### config.mk
export PLATFORM = sky130hd
export DESIGN_NAME = led_shift_engine
export DESIGN_NICKNAME = d
export VERILOG_FILES = /design/src/rtl/led_fx_pkg.sv /design/src/rtl/led_tick_gen.sv /design/src/rtl/led_shift_engine.sv
export SDC_FILE = /design/constraint.sdc
export NUM_CORES = 1
export LEC_CHECK = 0
export BUFFER_PORTS_ARGS = -buffer_cell sky130_fd_sc_hd__buf_2
export CORE_ASPECT_RATIO = 2
export CORE_MARGIN = 5
export CORE_UTILIZATION = 62
export CTS_BUF_LIST = sky130_fd_sc_hd__clkbuf_4
export CTS_CLUSTER_DIAMETER = 50
export DETAILED_ROUTE_END_ITERATION = 6
export GPL_TIMING_DRIVEN = 0
export PLACE_DENSITY = 0.95
export SLEW_MARGIN = 5
export SYNTH_ARGS = -nofsm -noshare
export SYNTH_HDL_FRONTEND = slang
export SYNTH_HIERARCHICAL = 1
export SYNTH_SLANG_ARGS = --single-unit
### constraint.sdc
create_clock -name clk -period 7.6 [get_ports clk]
set_clock_uncertainty 0.1 [all_clocks]
set_input_delay 0.38 -clock clk [delete_from_list [all_inputs] [get_ports clk]]
set_output_delay 0.38 -clock clk [all_outputs]
set_load 0.1 [all_outputs]
### src/rtl/led_fx_pkg.sv
// led_fx_pkg: shared LED effect mode encodings and bounce direction constants
package led_fx_pkg;
  typedef enum logic [2:0] {
    MODE_HOLD,
    MODE_SHL,
    MODE_SHR,
    MODE_ROL,
    MODE_ROR,
    MODE_BOUNCE
  } mode_t;
  typedef enum logic {
    DIR_RIGHT,
    DIR_LEFT
  } dir_t;
endpackage

### src/rtl/led_tick_gen.sv
// led_tick_gen: prescaler (clk, reset, en, clr, div in; step pulses when count reaches div while enabled)
module led_tick_gen #(
  parameter int DIV_W = 24
) (
  input  logic             clk,
  input  logic             reset,
  input  logic             en,
  input  logic             clr,
  input  logic [DIV_W-1:0] div,
  output logic             step
);
  logic [DIV_W-1:0] cnt;
  assign step = en && !clr && (cnt >= div);
  always_ff @(posedge clk) begin
    if (reset || clr) cnt <= '0;
    else if (en) cnt <= step ? '0 : cnt + 1'b1;
  end
endmodule

### src/rtl/led_shift_engine.sv
// led_shift_engine: prescaled LED pattern shifter (en/mode/div/s_in/load/d_in in; q_out pattern, tick_out step pulse, wrap end pulse, dir bounce direction out)
module led_shift_engine
  import led_fx_pkg::*;
#(
  parameter int               WIDTH         = 8,
  parameter int               DIV_W         = 24,
  parameter logic [WIDTH-1:0] RESET_PATTERN = {1'b1, {(WIDTH-1){1'b0}}}
) (
  input  logic             clk,
  input  logic             reset,
  input  logic             en,
  input  logic [2:0]       mode,
  input  logic [DIV_W-1:0] div,
  input  logic             s_in,
  input  logic             load,
  input  logic [WIDTH-1:0] d_in,
  output logic [WIDTH-1:0] q_out,
  output logic             tick_out,
  output logic             wrap,
  output logic             dir
);
  logic             step;
  logic             edge_hit;
  logic             wrap_n;
  logic [WIDTH-1:0] q_n;
  logic [WIDTH-1:0] rol;
  logic [WIDTH-1:0] ror;
  dir_t             dir_q;
  dir_t             dir_n;
  led_tick_gen #(.DIV_W(DIV_W)) u_tick (
    .clk  (clk),
    .reset(reset),
    .en   (en),
    .clr  (load),
    .div  (div),
    .step (step)
  );
  assign rol      = {q_out[WIDTH-2:0], q_out[WIDTH-1]};
  assign ror      = {q_out[0], q_out[WIDTH-1:1]};
  assign edge_hit = (dir_q == DIR_RIGHT) ? q_out[0] : q_out[WIDTH-1];
  assign dir      = dir_q;
  always_comb begin
    q_n    = q_out;
    dir_n  = dir_q;
    wrap_n = 1'b0;
    case (mode)
      MODE_SHL: q_n = {q_out[WIDTH-2:0], s_in};
      MODE_SHR: q_n = {s_in, q_out[WIDTH-1:1]};
      MODE_ROL: begin
        q_n    = rol;
        wrap_n = q_out[WIDTH-1];
      end
      MODE_ROR: begin
        q_n    = ror;
        wrap_n = q_out[0];
      end
      MODE_BOUNCE: begin
        wrap_n = edge_hit;
        dir_n  = edge_hit ? dir_t'(~dir_q) : dir_q;
        q_n    = (dir_n == DIR_RIGHT) ? ror : rol;
      end
      default: q_n = q_out;
    endcase
  end
  always_ff @(posedge clk) begin
    if (reset) begin
      q_out    <= RESET_PATTERN;
      dir_q    <= DIR_RIGHT;
      tick_out <= 1'b0;
      wrap     <= 1'b0;
    end else if (load) begin
      q_out    <= d_in;
      dir_q    <= DIR_RIGHT;
      tick_out <= 1'b0;
      wrap     <= 1'b0;
    end else begin
      tick_out <= step;
      wrap     <= step && wrap_n;
      if (step) begin
        q_out <= q_n;
        dir_q <= dir_n;
      end
    end
  end
endmodule

# After elaboration in Yosys (flattened, before gate mapping)

Index checks and enable logic that the tools add are counted.

Add/sub/neg operators: 1
Order comparisons: 1
Equal/unequal tests: 5
Muxes and demuxes: 8
Bitwise gates (word level): 1
Reductions and logical operators: 10

Operator list:

| kind                                                | number |
|---|---|
| one-hot mux 8 bit (5 select lines)                  | 1 |
| adder 24 x 1 -> 24 bit, second input constant       | 1 |
| greater-or-equal comparator 24 bit                  | 1 |
| two-way mux 24 bit                                  | 1 |
| two-way mux 8 bit                                   | 3 |
| equality test 3 x 2 -> 1 bit, second input constant | 2 |
| equality test 3 bit, second input constant          | 2 |
| nonzero test 6 bit                                  | 1 |
| AND reduction 2 bit                                 | 2 |
| equality test 3 x 1 -> 1 bit, second input constant | 1 |
| logical AND 1 bit                                   | 3 |
| one-hot mux 1 bit (3 select lines)                  | 1 |
| two-way mux 1 bit                                   | 2 |
| nonzero test 2 bit                                  | 1 |
| OR reduction 2 bit                                  | 1 |
| logical NOT 1 bit                                   | 1 |
| logical OR 1 bit                                    | 1 |
| inverter 1 bit                                      | 1 |

Flip-flop bits (word level): 35
Input bits: 40
Output and inout port bits: 11
Word-level logic and storage cells: 31

# Depth between registers and ports, before layout

Gate-level depths: netlist of run 1.

Word-level depth: 6
Gate-level depth with buffers: 14
Mapped depth without buffers: 12

# By module

Netlist of run 1, hierarchy kept.

By module, submodules not included:

| module           | instances | cells an instance | area each (sq um) | seq. area each (sq um) |
|---|---|---|---|---|
| led_tick_gen     | 1         | 217               | 1866.8            | 480.5 |
| led_shift_engine | 1         | 90                | 679.4             | 220.2 |

# Worst setup path after synthesis of run 1

Ideal clock, no wire load.

Path type: register to register
From: register u_tick.cnt[0]
To: register q_out[0]
Arrival time: 2519 ps
Data required time: 7383 ps
Setup slack: 4863 ps
Cell stages (with the launch flop): 14
Path buffers: 1
Cell sequence: dfxtp_1 inv_1 ha_1 nand2b_4 a211oi_2 nor3_1 o41ai_4 a21boi_2 buf_6 nor2b_1 nand3_1 nand2_1 o211a_1 a32o_1

Word-level cells in the longest chain between the ends: 4

RTL lines:

| element                            | line                   | source |
|---|---|---|
| start, declared                    | led_tick_gen.sv:12     | `logic [DIV_W-1:0] cnt;` |
| start signal, assigned             | led_tick_gen.sv:16     | `else if (en) cnt <= step ? '0 : cnt + 1'b1;` |
| greater-or-equal comparator 24 bit | led_tick_gen.sv:13     | `assign step = en && !clr && (cnt >= div);` |
| logical AND 1 bit                  | led_tick_gen.sv:13     |  |
| via step                           | led_shift_engine.sv:22 | `logic step;` |
| nonzero test 2 bit (no line)       | n/a                    |  |
| AND reduction 2 bit (no line)      | n/a                    |  |
| end signal, assigned               | led_shift_engine.sv:72 | `q_out <= d_in;` |
| end signal, assigned               | led_shift_engine.sv:80 | `q_out <= q_n;` |
| end, declared                      | led_shift_engine.sv:17 | `output logic [WIDTH-1:0] q_out,` |

The timed path passes the listed nets, and every way through them passes these cells.
A chain may end at the register's enable or synchronous reset.

# Worst setup path in the final report of run 1

From: register u_tick.cnt[17]
To: register q_out[3]

Same word-level chain as after synthesis.

==> impl.org, run 1 <==
** Yosys
- The synthesized netlist devotes 12.29% of its cell area to adder and majority cells.
- sky130_fd_sc_hd__dfxtp_1 takes more of the synthesized area than any other cell.
- Post-synthesis register bit count :: 35
- The most common cell in the synthesized netlist is sky130_fd_sc_hd__inv_1.
- The netlist uses 45 different library cells.
- Of the total synthesized cell area, the portion taken by AND, OR, NAND and NOR gates is around 28%.
- Top post-synthesis cells by count :: 37 x sky130_fd_sc_hd__inv_1, 35 x sky130_fd_sc_hd__dfxtp_1, 25 x sky130_fd_sc_hd__ha_1
- The synthesized netlist devotes between 10% and 20% of its cell area to compound gates.
- Synthesis produced a netlist with a net count of 372.
- Average footprint of a synthesized cell :: just over 8 µm²
- Of the total synthesized cell area, the portion taken by XOR and XNOR cells is 6.536%.
- Largest family of logic cells by synthesized area :: simple AND/OR/NAND/NOR gates
- Portion of the post-synthesis area used by sequential elements :: approximately 28%
- The mapped netlist covers approximately 2500 µm².
- Sorting the synthesized cells by area gives the leading types as sky130_fd_sc_hd__dfxtp_1 28%, sky130_fd_sc_hd__ha_1 12%, sky130_fd_sc_hd__nor3_2 7.9%, sky130_fd_sc_hd__inv_1 5.5%, sky130_fd_sc_hd__nand3_1 4.3%.
- The synthesized design devotes to its leading area cell type roughly 28% of total area.
- Top flip-flop cell by instance count after synthesis :: sky130_fd_sc_hd__dfxtp_1
- In the synthesized netlist, mux cells make up 0% of the area.
- In the synthesized netlist, the number of instances is 307.
- EDFF count, synth :: 0
- Number of warnings printed during yosys synthesis :: 6
- Proportion of synthesized flip-flops having asynchronous set or reset :: 0%

** Critical path
- Crit-path leading delay family :: simple AND/OR/NAND/NOR gates
- List of cells traversed by the critical path :: ha_1 > and4_1 > nand3_1 > nor3_2 > o41ai_4 > a21boi_2 > buf_6 > nor2b_1 > a31oi_1 > nor2_1 > a31oi_1
- For this run, the slowest stage of the critical path takes 370 ps.
- Among all stages on the critical path, the largest delay is contributed by sky130_fd_sc_hd__dfxtp_1.
- By startpoint and endpoint, the worst setup path is classified as reg -> reg.
- The number of buffers and inverters on the critical path is 1.
- Startpoint type of the worst setup path :: flop
- Critical path endpoint category :: flop
- STA puts the critical path data arrival time at ~3500 ps.
- Largest fanout of any net on the critical path :: 10
- For the worst setup path, the data required time is between 7000 and 8000 ps.
- Counting stages on the worst path, the most repeated cell is sky130_fd_sc_hd__a31oi_1.

** Floorplanning
- Std-Cell Rows :: 33
- From left edge to right edge, the die measures between 50 and 60 µm.
- Pin placement for this block handled 51 I/O pins.
- Core Box Area :: slightly above 4000 µm²
- Initial core utilization :: a little over three fifths
- Area of the die :: 5566 µm²
- The floorplan step set the die height to 100.6 µm.

** Clocking
- The tree built by TritonCTS fans out to 35 sinks.
- Post-CTS timing repair inserted 0 buffers for setup.
- Root Buffer :: sky130_fd_sc_hd__clkbuf_4
- Counting along the longest clock path gives a buffer depth of 2.
- Latest clock arrival within the worst-skew pair :: between 300 and 400 ps
- CTS Buf Count :: 5
- TritonCTS clock tree :: built
- Post-CTS Hold Fix Bufs :: 0
- Number of gates resized after cts :: 0
- Clock-pin slew was measured on the worst setup and hold paths at approximately 110 ps.
- CTS H-tree depth :: 2

** Routing
- Wire length per cell :: 14.06 µm
- Dividing the detail-routed via count by the number of cells gives approximately 5.8.
- Summing over every cut layer, the via total after detailed routing is around 2400.
- The final layout contains routed wiring with a total length of approximately 5.9 mm.
- The pre-antenna-repair detailed-routing pass consisted of 4 iterations.
- The first routing iteration left 72 violations.
- The count of nets left with antenna violations once routing finished came out at 0.
- After detailed routing, the number of remaining DRC violations is 0.

** STA
- Final-report hold violation count :: 0
- The worst path uses between 40% and 50% of the clock period.
- Setup repair after global routing left no endpoint under its margin.
- Based on the critical path, the design can be clocked at up to 296.5 MHz.
- Final TNS setup :: 0 ps
- Minimum period implied by the final worst setup slack :: around 3400 ps
- Final Setup Violations :: 0
- Final worst setup slack :: around 4200 ps
- The worst pin sits at a relative slew slack of a little under three fifths.
- The number of slew-limit violations in the final report is 0.
- For the pin with the worst max-slew slack, the measured transition is ~660 ps.

** Layout
- The final layout contains between 400 and 500 nets.
- Synth-to-layout area growth :: 14.25%
- Antenna fix cells :: 0
- Leaving out filler cells and counting taps, the final layout contains ~420.
- In the final layout, the share of cells above drive strength 1 is 25.00%.
- Fill cells in the final layout number roughly 350.

** Job
- Max cap viols :: 0

** Pwr
- Total power draw :: 0.3648 mW
- IR analysis of the VDD net gives a maximum drop of approximately 160 µV.
- P_leak :: between 1 and 1.5 nW
- For this design the ratio of total power to cell area is between 100 and 150 nW/µm².

** Placement
- At the end of routability-driven placement, the weighted congestion stood at 0.8737.
- The count of buffers added on input and output ports is between 40 and 50.
- Cell count after placement :: 408
- Place WS :: roughly 4100 ps
- Placed wire-length estimate :: around 4.8 mm

** Global routing
- Antenna violations before repair :: 0
- The first global-routing pass estimated about 10 mm of wire.
- Global route total overflow :: 0
- Number of global-route vias before repair :: between 2000 and 2500
- Overall global routing resource usage :: between 20% and 30%
- Entering global routing, the biggest net connects 11 pins.

** Status
- The run finished with clean final reports.

** Worst hold path
- Hold Crit Class :: in -> reg
-- cell families (layout without fill, tap and decap cells) --
logic type,after synthesis,after routing
flip-flops,35,35
AO/OA/AOI/OAI,62,62
XOR/XNOR,19,19
AND/OR/NAND/NOR,117,117
buffers and inverters,49,106
adder cells (fa/ha/maj),25,25
-- state kept, by name (all words and copies together) (netlist names) --
| signal | count |
|---|---|
| u_tick/cnt | 24 |
| q_out | 8 |
| dir | 1 |
| tick_out | 1 |
| wrap | 1 |
-- final cells by class --
type                       count  area, µm²  area share (%)
inverter                      37      138.9           4.774
sequential                    35      700.7           24.09
buffer                        12      72.57           2.495
clock inverter                 2      7.507          0.2581
timing repair buffer          49      245.2           8.430
clock buffer                   6      45.04           1.548
tap                           52      65.06           2.237
multi-input combinational    223       1634           56.17
-- tightest hold or removal path, delay by kind of cell --
kind	cells	cell delay [ps]
AO/OA/AOI/OAI	2	210
buffers and inverters	1	70
-- through the flow --
step                util [%]  area [µm²]  hold slack, ps
global placement       70.59        2856           401.6
floorplan                  -        2546           376.1
finish                 71.89        2909           251.8
detailed placement     70.59        2856           401.8
global route           71.89        2909           267.2
CTS                    71.89        2909           248.0
-- placed cells by master (no fill, tap or decap), drive strengths merged, types with 2 or more instances in the layout --
| cell type | netlist | final |
|---|---|---|
| nand4 | 8 | 8 |
| xor2 | 11 | 11 |
| o22ai | 2 | 2 |
| dfxtp | 35 | 35 |
| a211oi | 2 | 2 |
| a31oi | 7 | 7 |
| nor2b | 4 | 4 |
| o21ai | 13 | 13 |
| or2 | 2 | 2 |
| a21o | 3 | 3 |
| nand2 | 22 | 22 |
| o211a | 2 | 2 |
| ha | 25 | 25 |
| nor3 | 22 | 22 |
| and3 | 7 | 7 |
| nand2b | 6 | 6 |
| clkbuf | 5 | 11 |
| a41oi | 4 | 4 |
| buf | 7 | 56 |
| and4 | 5 | 5 |
| inv | 37 | 37 |
| and2b | 2 | 2 |
| clkinv | 0 | 2 |
| a21oi | 19 | 19 |
| a21boi | 2 | 2 |
| nand3 | 23 | 23 |
| xnor2 | 8 | 8 |
| nor2 | 14 | 14 |
| o221ai | 3 | 3 |
-- final timing paths --
path                            depth (start not counted)  slack, ps      startpoint       end
worst max-delay path                                   11       4230  u_tick/cnt[17]  q_out[3]
worst min-delay path                                    3        250         d_in[7]  q_out[7]
worst max register to register                         11       4230  u_tick/cnt[17]  q_out[3]
worst min register to register                          2        420        q_out[4]  q_out[5]
-- layer usage --
layer	track usage [%]	up-vias	part of all wire, %
met5	0	-	0
met4	11.61	0	3.7
met3	3.205	18	4.3
met2	45.35	79	58
met1	18.90	1107	34
li1	-	1203	-
-- power by group --
group          leakage [nW]  internal, mW  total (mW)  switching [mW]
registers             0.284         0.187       0.191         0.00426
logic                  1.01        0.0245      0.0753          0.0508
clock network        0.0307        0.0378      0.0986          0.0608
total                  1.33         0.249       0.365           0.116
No activity file was read; power rests on OpenSTA's default activity.
==> inputs of run 2 (changes only) <==
- CORE_UTILIZATION: 62 -> 52
- PLACE_DENSITY: 0.95 -> 0.86
- clock period: 7.6 -> 3.05 ns (I/O delays scaled with it)
==> run 2 against run 1 <==
Register-to-register slack lost 4000 ps; non-clock buffer count grew 4; combinational power grew to 2.5 times the previous value; die area grew 16%; sequential share of layout area shrank 0.49 points; global-route usage shrank 2.7 points; sequential power grew 150%; final area grew 2.1%; cell count grew 1.9%; fmax grew 18%; critical path depth grew 2; via count shrank 0.50%.
==> impl.org, run 2 (synthesis results as in run 1) <==
** Global routing
- The largest net degree at the start of global routing came to 11 (unchanged).
- Number of global-route vias before repair :: 2354 (was 2452)
- The aggregate global-route resource usage was 19.13% (was 21.78%).
- Antenna violations before repair :: 0 (unchanged)
- First-pass GRT wire length :: 9.653 mm (was 9.977 mm)
- The aggregate global routing overflow is 0 (unchanged).

** STA
- The number of slew-limit violations in the final report was 0 (unchanged).
- The worst max-slew margin expressed relative to the limit is 52.82% (was 56.16%).
- Minimum period implied by the final worst setup slack :: 2869 ps (was 3373 ps)
- The final setup violation count came to 0 (unchanged).
- The worst-margin pin slew is 707.7 ps (was 657.6 ps).
- The hold slack came to 38.49 ps (was 251.8 ps).
- Setup repair after global routing missed its margin :: false (unchanged)
- Post-route clock period utilization :: 94.08% (was 44.38%)
- Achievable clock frequency :: 348.5 MHz (was 296.5 MHz)
- Final-report hold violation count :: 0 (unchanged)

** Layout
- The number of antenna repair diodes was 0 (unchanged).
- The flip-flop count of the largest register after layout came to 24 (unchanged).
- Top library cells by usage in the layout, fill and taps aside: 53 x sky130_fd_sc_hd__buf_2, 37 x sky130_fd_sc_hd__inv_1, 35 x sky130_fd_sc_hd__dfxtp_1 (unchanged).
- Summed area of non-filler cells in the final layout :: 2969 µm² (was 2909 µm²)
- Final Net Count :: 432 (was 428)
- Synth-to-layout area growth :: 16.61% (was 14.25%)
- The number of inserted filler cells in the final layout came to 417 (was 347).
- The largest register by flop count was u_tick/cnt (unchanged).
- The share of final-layout standard cells stronger than drive strength 1 was 26.43% (was 25.00%).
- The most common cell after layout, fill and taps aside is sky130_fd_sc_hd__buf_2 (unchanged).
- Top Registers :: u_tick/cnt: 24 flops, q_out: 8 flops (unchanged)

** Pwr
- Total power draw :: 0.8948 mW (was 0.3648 mW)
- The power density relative to cell area came to 301.4 nW/µm² (was 125.4 nW/µm²).
- P_leak :: 1.353 nW (was 1.325 nW)
- The maximum vdd ir drop was 431.5 µV (was 157.3 µV).

** Routing
- The number of vias after detailed routing came to 2395 (was 2407).
- The average wire length per cell after detail routing came to 13.70 µm (was 14.06 µm).
- The detailed-route DRC error count is 0 (unchanged).
- Routed vias/inst :: 5.649 (was 5.786)
- DR iter-0 viols :: 101 (was 72)
- The length of the first detailed-routing pass in iterations was 4 (unchanged).
- Routed Wire Length :: 5.807 mm (was 5.851 mm)
- The number of antenna-violating nets in the routed design is 0 (unchanged).

** Clocking
- The maximum level of the CTS H-tree was 2 (unchanged).
- The number of CTS-inserted buffers was 5 (unchanged).
- Clock sink count :: 35 (unchanged)
- The cell chosen for the clock root is sky130_fd_sc_hd__clkbuf_4 (unchanged).
- Buffer depth of the longest clock path :: 2 (unchanged)
- TritonCTS clock tree :: built (unchanged)
- The clock insertion delay at the later pin of the skew report came to 330 ps (was 340 ps).
- The register clock-pin slew on the reported worst setup and hold paths came to 100 ps (was 110 ps).

** Floorplanning
- The die outline height came to 109.0 µm (was 100.6 µm).
- IO Pins :: 51 (unchanged)
- The overall die area was 6481 µm² (was 5566 µm²).
- The core area is 4820 µm² (was 4046 µm²).
- Width of the die :: 59.48 µm (was 55.32 µm)
- The row count is 36 (was 33).
- Initial core utilization :: 52.83% (was 62.93%)

** Critical path
- Endpoint arrival time on the critical path :: 3000 ps (was 3480 ps)
- The data required time of the critical path is 3190 ps (was 7700 ps).
- Kind of critical path :: reg -> reg (unchanged)
- Startpoint type of the worst setup path :: flop (unchanged)
- Critical path endpoint category :: flop (unchanged)
- Largest fanout of any net on the critical path :: 8 (was 10)

** Worst hold path
- The class of the tightest hold or removal check is in -> reg (unchanged).

** Status
- Outcome: completed (unchanged).

** Placement
- The final estimated routing congestion in global placement was 0.8217 (was 0.8737).
- Cell area after placement :: 2863 µm² (was 2856 µm²)
- The sum of net half-perimeters after detailed placement was 4.672 mm (was 4.823 mm).
- The count of port buffers added during placement is 49 (unchanged).

** Job
- The max-cap violation count is 0 (unchanged).
run 2: final cells by class:
class	count	area, µm²	share of cell area [%]
Sequential cell	35	700.7	23.60
Inverter	37	138.9	4.678
Tap cell	57	71.32	2.402
Clock buffer	5	37.54	1.264
Clock inverter	2	8.758	0.2950
Timing Repair Buffer	53	280.3	9.440
Buffer	12	72.57	2.444
Multi-Input combinational cell	223	1659	55.88
run 2: per-stage QoR:
| stage | setup slack, ps | utilization (%) | cells | setup TNS [ps] |
|---|---|---|---|---|
| 6_report | 180.7 | 61.60 | 424 | 0 |
| 3_5_place_dp | -162.2 | 59.40 | 413 | -912.9 |
| 3_3_place_gp | -112.1 | 59.40 | 413 | -639.7 |
| 2_1_floorplan | 313.5 | - | 307 | 0 |
| 4_1_cts | -0.4423 | 60.88 | 422 | -0.4423 |
| 5_1_grt | 54.42 | 61.60 | 424 | 0 |
run 2: final timing paths:
| path | cells after the start | startpoint | end | slack (ps) |
|---|---|---|---|---|
| max | 13 | u_tick/cnt[0] | q_out[0] | 180 |
| min | 3 | reset | q_out[7] | 40 |
| max reg2reg | 13 | u_tick/cnt[0] | q_out[0] | 180 |
| min reg2reg | 2 | q_out[4] | q_out[5] | 410 |
run 2: what timing repair did:
action,in CTS,in global routing
hold buffers,2,0
endpoints found under the hold margin,2,0
resized for setup,2,4
setup buffers,0,2
endpoints found under the setup margin,8,8
pin swaps,1,1
run 2: per-layer routing:
metal	part of all wire [%]	track usage, %	vias to the layer above
met5	0	0	-
met4	4.9	13.61	0
met3	4.5	2.844	24
met2	57	36.15	82
met1	34	17.33	1093
li1	-	-	1196
run 2: where the power goes:
group	switching [mW]	internal, mW	leakage (nW)
registers	0.0105	0.465	0.284
logic	0.127	0.0630	1.04
clock network	0.147	0.0816	0.0285
run 2: worst max-delay path, stage by stage, from the launching register on:
cell and delay [ps]:
sky130_fd_sc_hd__dfxtp_1 430, sky130_fd_sc_hd__inv_1 110, sky130_fd_sc_hd__ha_1 280, sky130_fd_sc_hd__nand2b_4 140, sky130_fd_sc_hd__a211oi_2 200, sky130_fd_sc_hd__nor3_1 100
sky130_fd_sc_hd__o41ai_4 450, sky130_fd_sc_hd__a21boi_2 150, sky130_fd_sc_hd__buf_6 140, sky130_fd_sc_hd__nor2b_4 120, sky130_fd_sc_hd__nand3_1 80, sky130_fd_sc_hd__nand2_2 120
sky130_fd_sc_hd__o211a_1 140, sky130_fd_sc_hd__a32o_1 200
